===== src/rtl/fetch_pkg.sv =====
// Shared types and constants for the instruction fetch unit.
// The FAULT state exists only when MISALIGN_TRAP_EN is defined.
package fetch_pkg;

  localparam int          INSTR_W   = 32;
  localparam logic [31:0] NOP_INSTR = 32'h0000_0013;
  localparam logic [31:0] PC_STEP   = 32'd4;

  typedef enum logic [2:0] {
    ST_REQ,
    ST_WAIT,
    ST_DELIVER,
`ifdef MISALIGN_TRAP_EN
    ST_DRAIN,
    ST_FAULT
`else
    ST_DRAIN
`endif
  } fetch_state_e;

  function automatic logic [31:0] next_seq_pc(input logic [31:0] pc);
    return pc + PC_STEP;
  endfunction

endpackage


===== src/rtl/instruction_fetch.sv =====
// Instruction fetch: owns the PC, issues one memory request at a time and presents
// the fetched word to the decoder. Optional misaligned-redirect trap: MISALIGN_TRAP_EN.
module instruction_fetch
  import fetch_pkg::*;
#(
  parameter logic [31:0] RESET_PC = 32'h0000_0000
) (
  input  logic               clk,
  input  logic               rst_n,
  output logic               mem_req_valid,
  input  logic               mem_req_ready,
  output logic [31:0]        mem_req_addr,
  input  logic               mem_rsp_valid,
  input  logic [INSTR_W-1:0] mem_rsp_data,
  input  logic               redirect_valid,
  input  logic [31:0]        redirect_pc,
  input  logic               stall,
  output logic [INSTR_W-1:0] instruction,
  output logic [31:0]        instr_pc,
  output logic               instr_valid,
  output logic               fetch_fault
);

  fetch_state_e state, state_next, flush_state;
  logic [31:0]  pc, pc_next;
  logic [31:0]  pend_pc, pend_pc_next;
  logic         pend, pend_next;
  logic         load_instr, drop_valid;
  logic [31:0]  redirect_tgt;

`ifdef MISALIGN_TRAP_EN
  logic trap, trap_next;
  logic redirect_bad;
  assign redirect_tgt = redirect_pc;
  assign redirect_bad = |redirect_pc[1:0];
`else
  assign redirect_tgt = redirect_pc & ~(PC_STEP - 32'd1);
`endif

  always_ff @(posedge clk or negedge rst_n) begin
    if (!rst_n) state <= ST_REQ;
    else        state <= state_next;
  end

  // A redirect that arrives while a request is not yet accepted is parked in
  // pend_pc, because the address on the bus must not change until accepted.
  always_comb begin
    state_next   = state;
    pc_next      = pc;
    pend_next    = pend;
    pend_pc_next = pend_pc;
    load_instr   = 1'b0;
    drop_valid   = redirect_valid;
    flush_state  = ST_REQ;
`ifdef MISALIGN_TRAP_EN
    trap_next = trap;
    if (redirect_valid) trap_next = redirect_bad;
    if (trap_next) flush_state = ST_FAULT;
`endif
    case (state)
      ST_REQ: begin
        if (redirect_valid) begin
          if (mem_req_ready) begin
            pc_next    = redirect_tgt;
            pend_next  = 1'b0;
            state_next = ST_DRAIN;
          end else begin
            pend_pc_next = redirect_tgt;
            pend_next    = 1'b1;
          end
        end else if (mem_req_ready) begin
          if (pend) begin
            pc_next    = pend_pc;
            pend_next  = 1'b0;
            state_next = ST_DRAIN;
          end else begin
            state_next = ST_WAIT;
          end
        end
      end
      ST_WAIT: begin
        if (redirect_valid) begin
          pc_next    = redirect_tgt;
          state_next = mem_rsp_valid ? flush_state : ST_DRAIN;
        end else if (mem_rsp_valid) begin
          load_instr = 1'b1;
          pc_next    = next_seq_pc(pc);
          state_next = ST_DELIVER;
        end
      end
      ST_DELIVER: begin
        if (redirect_valid) begin
          pc_next    = redirect_tgt;
          state_next = flush_state;
        end else if (!stall) begin
          drop_valid = 1'b1;
          state_next = ST_REQ;
        end
      end
      ST_DRAIN: begin
        if (redirect_valid) pc_next = redirect_tgt;
        if (mem_rsp_valid) state_next = flush_state;
      end
`ifdef MISALIGN_TRAP_EN
      ST_FAULT: begin
        if (redirect_valid && !redirect_bad) begin
          pc_next    = redirect_tgt;
          state_next = ST_REQ;
        end
      end
`endif
      default: state_next = ST_REQ;
    endcase
  end

  always_comb begin
    mem_req_valid = rst_n && (state == ST_REQ);
    mem_req_addr  = pc;
`ifdef MISALIGN_TRAP_EN
    fetch_fault   = (state == ST_FAULT);
`else
    fetch_fault   = 1'b0;
`endif
  end

  always_ff @(posedge clk or negedge rst_n) begin
    if (!rst_n) begin
      pc          <= RESET_PC;
      pend_pc     <= RESET_PC;
      pend        <= 1'b0;
      instruction <= NOP_INSTR;
      instr_pc    <= 32'h0;
      instr_valid <= 1'b0;
    end else begin
      pc      <= pc_next;
      pend_pc <= pend_pc_next;
      pend    <= pend_next;
      if (load_instr) begin
        instruction <= mem_rsp_data;
        instr_pc    <= pc;
        instr_valid <= 1'b1;
      end else if (drop_valid) begin
        instr_valid <= 1'b0;
      end
    end
  end

`ifdef MISALIGN_TRAP_EN
  always_ff @(posedge clk or negedge rst_n) begin
    if (!rst_n) trap <= 1'b0;
    else        trap <= trap_next;
  end
`endif

endmodule


===== config.mk =====
export PLATFORM = sky130hd
export DESIGN_NAME = instruction_fetch
export DESIGN_NICKNAME = d
export VERILOG_FILES = /design/src/rtl/fetch_pkg.sv /design/src/rtl/instruction_fetch.sv
export SDC_FILE = /design/constraint.sdc
export NUM_CORES = 1
export LEC_CHECK = 0
export CAP_MARGIN = 20
export CORE_ASPECT_RATIO = 1.75
export CORE_MARGIN = 8
export CORE_UTILIZATION = 35
export DETAILED_ROUTE_END_ITERATION = 16
export PLACE_DENSITY_LB_ADDON = 0.3
export SYNTH_ARGS = -nofsm -noshare
export SYNTH_HDL_FRONTEND = slang
export SYNTH_SLANG_ARGS = --single-unit

===== constraint.sdc =====
create_clock -name clk -period 1.69 [get_ports clk]
set_input_delay 0.169 -clock clk [delete_from_list [all_inputs] [get_ports clk]]
set_output_delay 0.169 -clock clk [all_outputs]
set_load 0.01 [all_outputs]

After elaboration in Yosys (flattened, before gate mapping)
Index checks and enable logic that the tools add are counted.
Widths: inputs -> output; s select.
{ "totals": {"regBits": 131, "wordCells": 58} }
{ "op_classes": {"bitwise": 1, "n_eq_ne": 9, "addsub": 1, "muxes": 30, "reduce_logical": 10} }
{ "ops": {"columns": ["op", "count"], "rows": [
  ["$mux 32", 7],
  ["$pmux 32 s3", 1],
  ["$add 32x3->32 const B", 1],
  ["$mux 3", 8],
  ["$pmux 3 s4", 1],
  ["$mux 1", 11],
  ["$ne 3x3->1 const B", 3],
  ["$eq 3x2->1 const B", 2],
  ["$reduce_and 5->1", 1],
  ["$mux 2", 2],
  ["$ne 2x2->1 const B", 2],
  ["$reduce_and 4->1", 1],
  ["$reduce_bool 2->1", 2],
  ["$eq 3x1->1 const B", 1],
  ["$logic_not 3->1", 1],
  ["$reduce_and 3->1", 1],
  ["$reduce_bool 3->1", 1],
  ["$ne 2x1->1 const B", 1],
  ["$reduce_and 2->1", 1],
  ["$reduce_or 2->1", 1],
  ["$logic_and 1x1->1", 1],
  ["$not 1->1", 1]
]} }

Depth between registers and ports, before layout
Gate-level depths: netlist of run 1.
{ "depth": {"ltp_word": 5, "mapped_depth": 7} }

Least setup slack after synthesis of run 1
OpenSTA, ideal clock, no wires.
{ "synth_timing": {"path_kind": "register -> register", "startpoint": "register pc[3] (netlist: mem_req_addr[3])", "endpoint": "register pc[22] (netlist: mem_req_addr[22])", "period_less_slack_ps": 1801, "required_ps": 1620, "setup_slack_ps": -111, "t_arrival_ps": 1732, "n_path_buf": 0, "stages_incl_launch_ff": 7, "cell_sequence": "dfrtp_1 ha_1 nand3_1 nor4_1 nand3_1 nor4b_1 nand3b_1"} }
{ "synth_via": {"elab_chain_cells": 4} }
{ "synth_rtl": {"columns": ["item", "line_no", "source"], "rows": [
  ["from (decl)", "instruction_fetch.sv:25", "logic [31:0] pc, pc_next;"],
  ["from (signal assigned)", "instruction_fetch.sv:135", "pc <= pc_next;"],
  ["$add 32x3->32", "fetch_pkg.sv:22", "return pc + PC_STEP;"],
  ["$mux 32", "instruction_fetch.sv:85", "end else if (mem_rsp_valid) begin"],
  ["$mux 32", "instruction_fetch.sv:82", "if (redirect_valid) begin"],
  ["$pmux 32 s3", "instruction_fetch.sv:60", "case (state)"]
]} }
Every way passes these cells. The select of a mux whose other input is x is not followed.
A chain may end at the register's enable or synchronous reset.

Final worst setup path of run 1
{ "layout_timing": {"startpoint": "register pc[5] (netlist: mem_req_addr[5])", "endpoint": "register pc[27] (netlist: mem_req_addr[27])"} }
Same word-level chain as after synthesis.

==> results of run 1 <==
## worst reg2reg max path, stage by stage, from the launching register on
cell,delay [ns]
dfrtp_1,0.40
buf_4,0.13
and4_4,0.23
nand4_1,0.27
nor3_2,0.30
mux2i_1,0.10
a211o_1,0.22
## cell usage in the layout, fill, tap and decap left out, types with 7 or more instances in the layout
| master | count |
|---|---|
| a21oi_1 | 31 |
| a22o_1 | 8 |
| and3_1 | 11 |
| buf_12 | 7 |
| buf_4 | 93 |
| buf_6 | 17 |
| clkbuf_16 | 17 |
| clkdlybuf4s50_1 | 145 |
| dfrtp_1 | 115 |
| dfrtp_2 | 8 |
| dlygate4sd2_1 | 7 |
| dlymetal6s2s_1 | 7 |
| mux2_2 | 31 |
| mux2i_1 | 10 |
| nand2_1 | 215 |
| nand3_1 | 8 |
| nand3_2 | 7 |
| nand4_1 | 9 |
| nor2_1 | 24 |
| nor3_1 | 12 |
| o211ai_1 | 7 |
| o21ai_0 | 30 |
| xor2_1 | 7 |
## registers in the layout (all words and copies together) (netlist names)
register      cells
instr_pc         30
instr_valid       1
instruction      32
mem_req_addr     30
pend              1
pend_pc          30
state             2
## where the power goes
part / total, mW / internal, mW / switching [mW]
clock: 3.56 / 2.26 / 1.30
combinational: 8.79 / 4.67 / 4.12
sequential: 5.52 / 4.53 / 0.987
total: 17.9 / 11.5 / 6.41
## per-stage QoR
step / std cells / power, mW / hold slack [ns]
after global routing: 1174 / 18.9 / 0.247
final: 1174 / 17.9 / 0.248
after CTS: 1165 / 17.6 / 0.238
after floorplan: 683 / 9.21 / -0.127
after global placement: 1132 / 13.6 / 0.327
after detailed placement: 1132 / 13.8 / 0.332
## cell families after synthesis
logic type | after synthesis | synth area share [%]
AO/OA/AOI/OAI | 116 | 12.0
XOR/XNOR | 11 | 1.55
adder cells (fa/ha/maj) | 1 | 0.202
buffers and inverters | 52 | 3.82
flip-flops | 126 | 50.9
multiplexers | 41 | 7.25
other | 1 | 0.0605
AND/OR/NAND/NOR | 331 | 24.2
## area by class of cell
class / count / area (µm²)
fill: 1588 / 7650
timing repair buffer: 278 / 2650
clock inverter: 7 / 87.6
clock buffer: 23 / 478
inverter: 4 / 18.8
tap: 231 / 289
multi-input combinational: 505 / 3120
sequential: 126 / 3170
## metal layers
layer	global-route usage [%]	routed length [µm]	vias up
li1	-	-	2837
met1	20.0	7850	2868
met2	34.5	11500	207
met3	4.22	1120	50
met4	10.1	743	0
met5	0	0	-
## worst paths after layout
path                                                   from                           end  slack, ns  depth (start not counted)
worst max register to register  mem_req_addr[5]$_DFFE_PN0P_  mem_req_addr[27]$_DFFE_PN0P_      -0.07                          6
max in group asynchronous                             rst_n  mem_req_addr[20]$_DFFE_PN0P_       0.67                          3
worst min register to register   instruction[1]$_DFFE_PN1P_    instruction[1]$_DFFE_PN1P_       0.46                          2
worst min-delay path                        mem_rsp_data[1]    instruction[1]$_DFFE_PN1P_       0.25                          3
min in group asynchronous                             rst_n   mem_req_addr[7]$_DFFE_PN0P_       0.41                          3
worst max-delay path            mem_req_addr[5]$_DFFE_PN0P_  mem_req_addr[27]$_DFFE_PN0P_      -0.07                          6
## timing repair
action,4_1_cts,5_1_grt
cloned,0,1
hold endpoints to repair,123,0
endpoints found under the setup margin,52,64
hold buffers,1,0
buffers inserted,2,8
pin swaps,8,17
resized for setup,45,51
==> impl_metrics.json, run 1 <==
{
  "syn_inst": 679,
  "numCtsBuffers": 17,
  "drcViolationCount": 0,
  "yosysUniqueCellTypes": 61,
  "path_cells": "buf_4 > and4_4 > nand4_1 > nor3_2 > mux2i_1 > a211o_1",
  "grt_max_degree": 127,
  "clk_path_buf_depth": 2,
  "dr.first_iter.drc_count": 254,
  "clkTransAtPathRegs_ns": 0.05,
  "synth_top_area_cell": "dfrtp_1",
  "avgSynthCellArea_um2": 9.13,
  "max_freq_mhz": 568,
  "slew_violations": 0,
  "fin_crit_ns": 1.76,
  "ys_ff_latch": 126,
  "rows": 64,
  "worst_ir_drop_vdd_uv": 768,
  "postLayoutCoreUtil_pct": 56.1,
  "antenna_left": 0,
  "slew_headroom_pct": 51.1,
  "synth_area_um2": 6200,
  "area_growth_pct": 58.2,
  "violations": "negative setup slack",
  "final_area_um2": 9800,
  "post-route-period-util_pct": 104,
  "crit_type": "reg -> reg",
  "vias": 5962,
  "synth_ff_type": "dfrtp_1",
  "grtUsageTotal_pct": 19.1,
  "grt_pass1_wl_mm": 32.8,
  "rsz0062_at_grt": "true",
  "crit_path_end_kind": "flip-flop",
  "core_um2": 17500,
  "p_leak_nw": 4.54,
  "synthTopCellsByArea": "dfrtp_1 (50%), nand2_1 (13%), mux2_2 (5.6%)",
  "start_util_pct": 35.5,
  "firstDrtPassIters": 5,
  "cts-root-buf": "clkbuf_16",
  "async_flop_share_pct": 100,
  "port_buffers": 161,
  "grt_pass1_vias": 6135,
  "routed_wl_mm": 21.2,
  "n_antenna_cell": 0,
  "clock_sinks": 126,
  "hp-class": "in -> reg",
  "setup_viol": 4,
  "synth_edf_count": 0,
  "yosysMostFrequentCell": "nand2_1",
  "slowest_stage": "dfrtp_1",
  "die_width_um": 117,
  "clk_latency_ns": 0.42,
  "skew_ns": 0.0124,
  "die_area_um2": 22400,
  "wl_per_cell_um": 18.1,
  "worst_slack_ns": -0.0718,
  "htreeDepth": 4,
  "worstPathRequired_ns": 1.99,
  "cp_slowest_stage_delay_ns": 0.40,
  "antenna_found_initial": 0,
  "synthTopCellsByCount": "nand2_1 (217), dfrtp_1 (123), o21ai_0 (34)",
  "dpl_cell_area_um2": 8810,
  "place_congestion": 0.851,
  "tns_ns": -0.158,
  "crit_arrival_ns": 2.06,
  "power_density_nw_per_um2": 1820,
  "status": "finished, violations left",
  "ys_seq_area_share_pct": 50.9,
  "finalNetCount": 1003,
  "hold_viol": 0,
  "worst_pin_slew_ns": 0.733,
  "num_io_pins": 169,
  "crit_buf_inv": 1,
  "critPathLaunchType": "flip-flop",
  "dp_hpwl_mm": 15.3,
  "yosys_warnings": 0,
  "synth_top_area_share_pct": 49.7,
  "die_h_um": 192,
  "dp_slack_ns": -0.429,
  "drv_cap": 0,
  "vias_per_cell": 5.08,
  "overflow": 0,
  "critical_path.top_delay_family": "simple AND/OR/NAND/NOR gates",
  "layout-drive-gt1-share_pct": 25.0,
  "cp_max_fo": 4,
  "cts_tree": "done"
}
Power figures use the tool's default switching activity.
==> run 2, diff against run 1 <==
--- a/config.mk
+++ b/config.mk
@@ -11,6 +11,7 @@
 export CORE_UTILIZATION = 35
 export DETAILED_ROUTE_END_ITERATION = 16
 export PLACE_DENSITY_LB_ADDON = 0.3
+export SKIP_LAST_GASP = 1
 export SYNTH_ARGS = -nofsm -noshare
 export SYNTH_HDL_FRONTEND = slang
 export SYNTH_SLANG_ARGS = --single-unit
==> run 2 against run 1 <==
Against the previous run:
- the run still ends with negative setup slack left
- clock power hardly changed
- non-clock buffer count decreased by 1
- critical path depth did not move
- fmax fell by 0.60%
- sequential share of layout area rose by 0.095 points
- largest cell class unchanged
==> impl_metrics.json, run 2 (synthesis results as in run 1) <==
{
  "grtUsageTotal_pct": 19.1,
  "port_buffers": 161,
  "critical_path.top_delay_family": "simple AND/OR/NAND/NOR gates",
  "worstHoldEndpoint": "instruction[1]$_DFFE_PN1P_",
  "area_growth_pct": 57.7,
  "crit_path_end_kind": "flip-flop",
  "largest_reg_flops": 32,
  "use_met3_pct": 4.19,
  "crit_buf_inv": 1,
  "r2r-end": "mem_req_addr[27]$_DFFE_PN0P_",
  "postLayoutCoreUtil_pct": 56.0,
  "final_common_cell": "nand2_1",
  "clk_latency_ns": 0.42,
  "violations": "negative setup slack",
  "final_area_um2": 9770,
  "layout_common_cells": "nand2_1 (216), clkdlybuf4s50_1 (145), dfrtp_1 (115)",
  "slowest_stage": "dfrtp_1",
  "drv_cap": 0,
  "hp-start": "mem_rsp_data[1]",
  "antenna_left": 0,
  "wl_per_cell_um": 18.0,
  "htreeDepth": 4,
  "slew_headroom_pct": 50.2,
  "final_cells": 1173,
  "setup_viol": 5,
  "hold-worst-slack_ns": 0.246,
  "busiest_layer": "met2",
  "power_mw": 17.8,
  "n_antenna_cell": 0,
  "grt_pass1_wl_mm": 32.8,
  "firstDrtPassIters": 4,
  "clock_sinks": 126,
  "critPathLaunch": "mem_req_addr[5]$_DFFE_PN0P_",
  "grt_pass1_vias": 6123,
  "worst_slack_ns": -0.0824,
  "vias": 5954,
  "post-route-period-util_pct": 105,
  "status": "finished, violations left",
  "rows": 64,
  "tns_ns": -0.206,
  "dp_slack_ns": -0.429,
  "finalNetCount": 1002,
  "dpl_cell_area_um2": 8810,
  "dr.first_iter.drc_count": 262,
  "clkTransAtPathRegs_ns": 0.05,
  "dp_hpwl_mm": 15.3,
  "fin_crit_ns": 1.77,
  "crit_type": "reg -> reg",
  "cts-root-buf": "clkbuf_16",
  "core_um2": 17500,
  "hp-class": "in -> reg",
  "skew_ns": 0.00821,
  "path_cells": "buf_4 > and4_4 > nand4_1 > nor3_2 > mux2i_1 > a211o_1",
  "num_io_pins": 169,
  "clk_path_buf_depth": 2,
  "r2r_start": "mem_req_addr[5]$_DFFE_PN0P_",
  "power_density_nw_per_um2": 1830,
  "start_util_pct": 35.5,
  "worstPathRequired_ns": 1.99,
  "post-place-cells": 1132,
  "layout-drive-gt1-share_pct": 24.8,
  "numCtsBuffers": 17,
  "cp_slowest_stage_delay_ns": 0.40,
  "die_area_um2": 22400,
  "hold_viol": 0,
  "grt_max_degree": 127,
  "die_width_um": 117,
  "worst_ir_drop_vdd_uv": 779,
  "max_freq_mhz": 564,
  "top_register": "instruction",
  "use_met2_pct": 34.5,
  "slew_violations": 0,
  "p_leak_nw": 4.53,
  "overflow": 0,
  "die_h_um": 192,
  "routed_wl_mm": 21.2,
  "drcViolationCount": 0,
  "place_congestion": 0.851,
  "cts_tree": "done",
  "critPathLaunchType": "flip-flop",
  "r2r_cells": 6,
  "reg2reg_slack_ns": -0.08,
  "met1_usage_pct": 20.0,
  "rsz0062_at_grt": "true",
  "holdPathStages": 3,
  "cp_max_fo": 4,
  "antenna_found_initial": 0,
  "crit_arrival_ns": 2.07,
  "worst_pin_slew_ns": 0.747,
  "vias_per_cell": 5.08
}
## run 2: changes by cell type in the layout (fill, tap and decap cells not counted), sizes merged
cell,change
dlymetal6s2s,+1
buf,-2
dlygate4sd2,-1
clkbuf,+1
## run 2: how the worst max path moves through the flow
stage,to,cells after the start
after global placement,mem_req_addr[21]$_DFFE_PN0P_,5
final,mem_req_addr[27]$_DFFE_PN0P_,6
after floorplan,mem_req_addr[29]$_DFFE_PN0P_,6
after global routing,mem_req_addr[21]$_DFFE_PN0P_,6
after detailed placement,pend_pc[8]$_DFFE_PN0P_,5
after CTS,mem_req_addr[22]$_DFFE_PN0P_,8
## run 2: timing repair
item,in CTS,in global routing
setup endpoints to repair,52,61
hold endpoints to repair,123,0
cloned,0,0
gates resized for setup,39,47
pin swaps,7,15
buffers inserted,2,8
hold buffers,1,0
## run 2: metal layers
metal,part of all wire [%],wire (µm)
met5,0,0
met4,3.8,801
met1,37,7840
met2,54,11400
met3,5.1,1080
## run 2: area by class of cell
class                      instances  area [µm²]
tap                              231         289
clock inverter                     7        87.6
fill                            1591        7680
sequential                       126        3170
clock buffer                      23         478
inverter                           4        18.8
timing repair buffer             277        2620
multi-input combinational        505        3110
## run 2: report_power, final
part	total [mW]	switching [mW]	internal [mW]
Sequential	5.51	0.980	4.53
Clock	3.56	1.30	2.26
Combinational	8.77	4.11	4.66
Total	17.8	6.39	11.4
## run 2: worst min-delay path: stages
cell             delay (ns)
clkdlybuf4s50_1        0.39
nand2_1                0.05
nand2_1                0.04
==> run 3, diff against run 2 <==
==> constraint.sdc (replaced) <==
create_clock -name clk -period 1.4 [get_ports clk]
set_input_delay 0.14 -clock clk [delete_from_list [all_inputs] [get_ports clk]]
set_output_delay 0.14 -clock clk [all_outputs]
set_load 0.01 [all_outputs]
==> run 3 against run 2 <==
Against the previous run:
- the run still ends with negative setup slack left
- clock power grew 36%
- core utilization grew 11 points
- first-iteration DRC count increased by 49%
==> impl_metrics.json, run 3 (synthesis results as in run 1) <==
{
  "n_antenna_cell": 0,
  "r2r_start": "state[1]$_DFFE_PN0P_",
  "crit_type": "reg -> reg",
  "violations": "negative setup slack",
  "clkTransAtPathRegs_ns": 0.06,
  "dp_hpwl_mm": 15.4,
  "layout-drive-gt1-share_pct": 50.1,
  "grt_pass1_wl_mm": 38.7,
  "clk_latency_ns": 0.42,
  "place_congestion": 0.830,
  "critPathLaunchType": "flip-flop",
  "drv_cap": 0,
  "core_um2": 17500,
  "skew_ns": 0.0113,
  "p_leak_nw": 5.62,
  "rows": 64,
  "final_common_cell": "buf_4",
  "hp-start": "mem_rsp_data[1]",
  "antenna_left": 0,
  "post-route-period-util_pct": 125,
  "cp_slowest_stage_delay_ns": 0.46,
  "wl_met2_mm": 14.5,
  "status": "finished, violations left",
  "crit_arrival_ns": 2.03,
  "grt_pass1_vias": 7059,
  "firstDrtPassIters": 5,
  "die_area_um2": 22400,
  "dp_slack_ns": -0.610,
  "dr.first_iter.drc_count": 391,
  "fillers": 1310,
  "finalNetCount": 1075,
  "vias": 6673,
  "top_register": "instruction",
  "wl_met3_mm": 1.45,
  "num_io_pins": 169,
  "setup_viol": 125,
  "rsz0062_at_grt": "true",
  "top_layer_used": "met4",
  "antenna_found_initial": 0,
  "cts-root-buf": "clkbuf_16",
  "grt_max_degree": 127,
  "max_freq_mhz": 572,
  "hp-class": "in -> reg",
  "cp_max_fo": 6,
  "worst_slack_ns": -0.349,
  "area_growth_pct": 88.8,
  "fin_crit_ns": 1.75,
  "htreeDepth": 4,
  "worstPathRequired_ns": 1.68,
  "vias_per_cell": 5.35,
  "overflow": 0,
  "port_buffers": 161,
  "slew_violations": 0,
  "worst_pin_slew_ns": 0.756,
  "slew_headroom_pct": 49.6,
  "tns_ns": -23.72,
  "routed_wl_mm": 26.4,
  "wl_per_cell_um": 21.2,
  "slowest_stage": "dfrtp_2",
  "numCtsBuffers": 17,
  "met1_length_mm": 9.03,
  "cts_tree": "done",
  "largest_reg_flops": 32,
  "drcViolationCount": 0,
  "power_density_nw_per_um2": 2180,
  "hold_viol": 0,
  "clock_sinks": 126,
  "die_h_um": 192,
  "crit_path_end_kind": "flip-flop",
  "grtUsageTotal_pct": 23.0,
  "critPathLaunch": "state[1]$_DFFE_PN0P_",
  "start_util_pct": 35.5,
  "die_width_um": 117,
  "worst_ir_drop_vdd_uv": 945,
  "hold-worst-slack_ns": 0.237,
  "layout_common_cells": "buf_4 (114), dfrtp_1 (106), nand2_2 (100)",
  "clk_path_buf_depth": 2,
  "path_cells": "buf_6 > or2_4 > buf_12 > buf_4 > a21oi_1 > o221ai_1"
}
run 3: routing by layer:
metal  GRT usage [%]  vias up
met4            14.1        0
met2            42.1      281
li1                -     3001
met3            4.69       93
met5               0        -
met1            23.0     3298
run 3: cell type report:
type / count / area, µm² / area share, %
clock inverters: 12 / 185 / 1.58
well taps: 231 / 289 / 2.47
inverters: 4 / 18.8 / 0.160
flip-flops and latches: 126 / 3180 / 27.2
clock buffers: 20 / 457 / 3.90
repair buffers: 348 / 3560 / 30.4
multi-input cells: 507 / 4010 / 34.3
run 3: power breakdown:
group / switching [mW] / internal, mW / total [mW]
registers: 1.44 / 5.49 / 6.93
clock network: 1.76 / 3.09 / 4.85
logic: 6.50 / 7.21 / 13.7
run 3: path summary, 6_finish.rpt:
kind / to / slack, ns / cells after the start
setup / recovery: mem_req_addr[14]$_DFFE_PN0P_ / -0.35 / 6
hold / removal: instruction[1]$_DFFE_PN1P_ / 0.24 / 3
setup reg to reg: mem_req_addr[14]$_DFFE_PN0P_ / -0.35 / 6
hold reg to reg: instruction[1]$_DFFE_PN1P_ / 0.46 / 2
max in group asynchronous: mem_req_addr[18]$_DFFE_PN0P_ / 0.38 / 3
min in group asynchronous: mem_req_addr[6]$_DFFE_PN0P_ / 0.35 / 3
run 3: worst max-delay path: cells and delay by family (launching register included):
family	cells	cell delay, ns
buffers and inverters	3	0.47
AO/OA/AOI/OAI	2	0.34
flip-flops	1	0.46
AND/OR/NAND/NOR	1	0.33
run 3: per-stage QoR:
stage	area [µm²]	utilization [%]	std cells	total power, mW
4_1_cts	11000	63.1	1236	24.1
2_1_floorplan	6510	-	683	11.6
3_3_place_gp	9050	51.8	1138	17.0
3_5_place_dp	9050	51.8	1138	17.2
6_report	11700	67.0	1248	25.5
5_1_grt	11700	67.0	1248	26.7
run 3: repair_timing:
item | 4_1_cts | 5_1_grt
pin swaps | 99 | 126
hold buffers | 1 | 0
setup buffers | 48 | 17
cloned | 18 | 4
gates resized for setup | 317 | 210
endpoints found under the setup margin | 217 | 139
endpoints found under the hold margin | 123 | 0
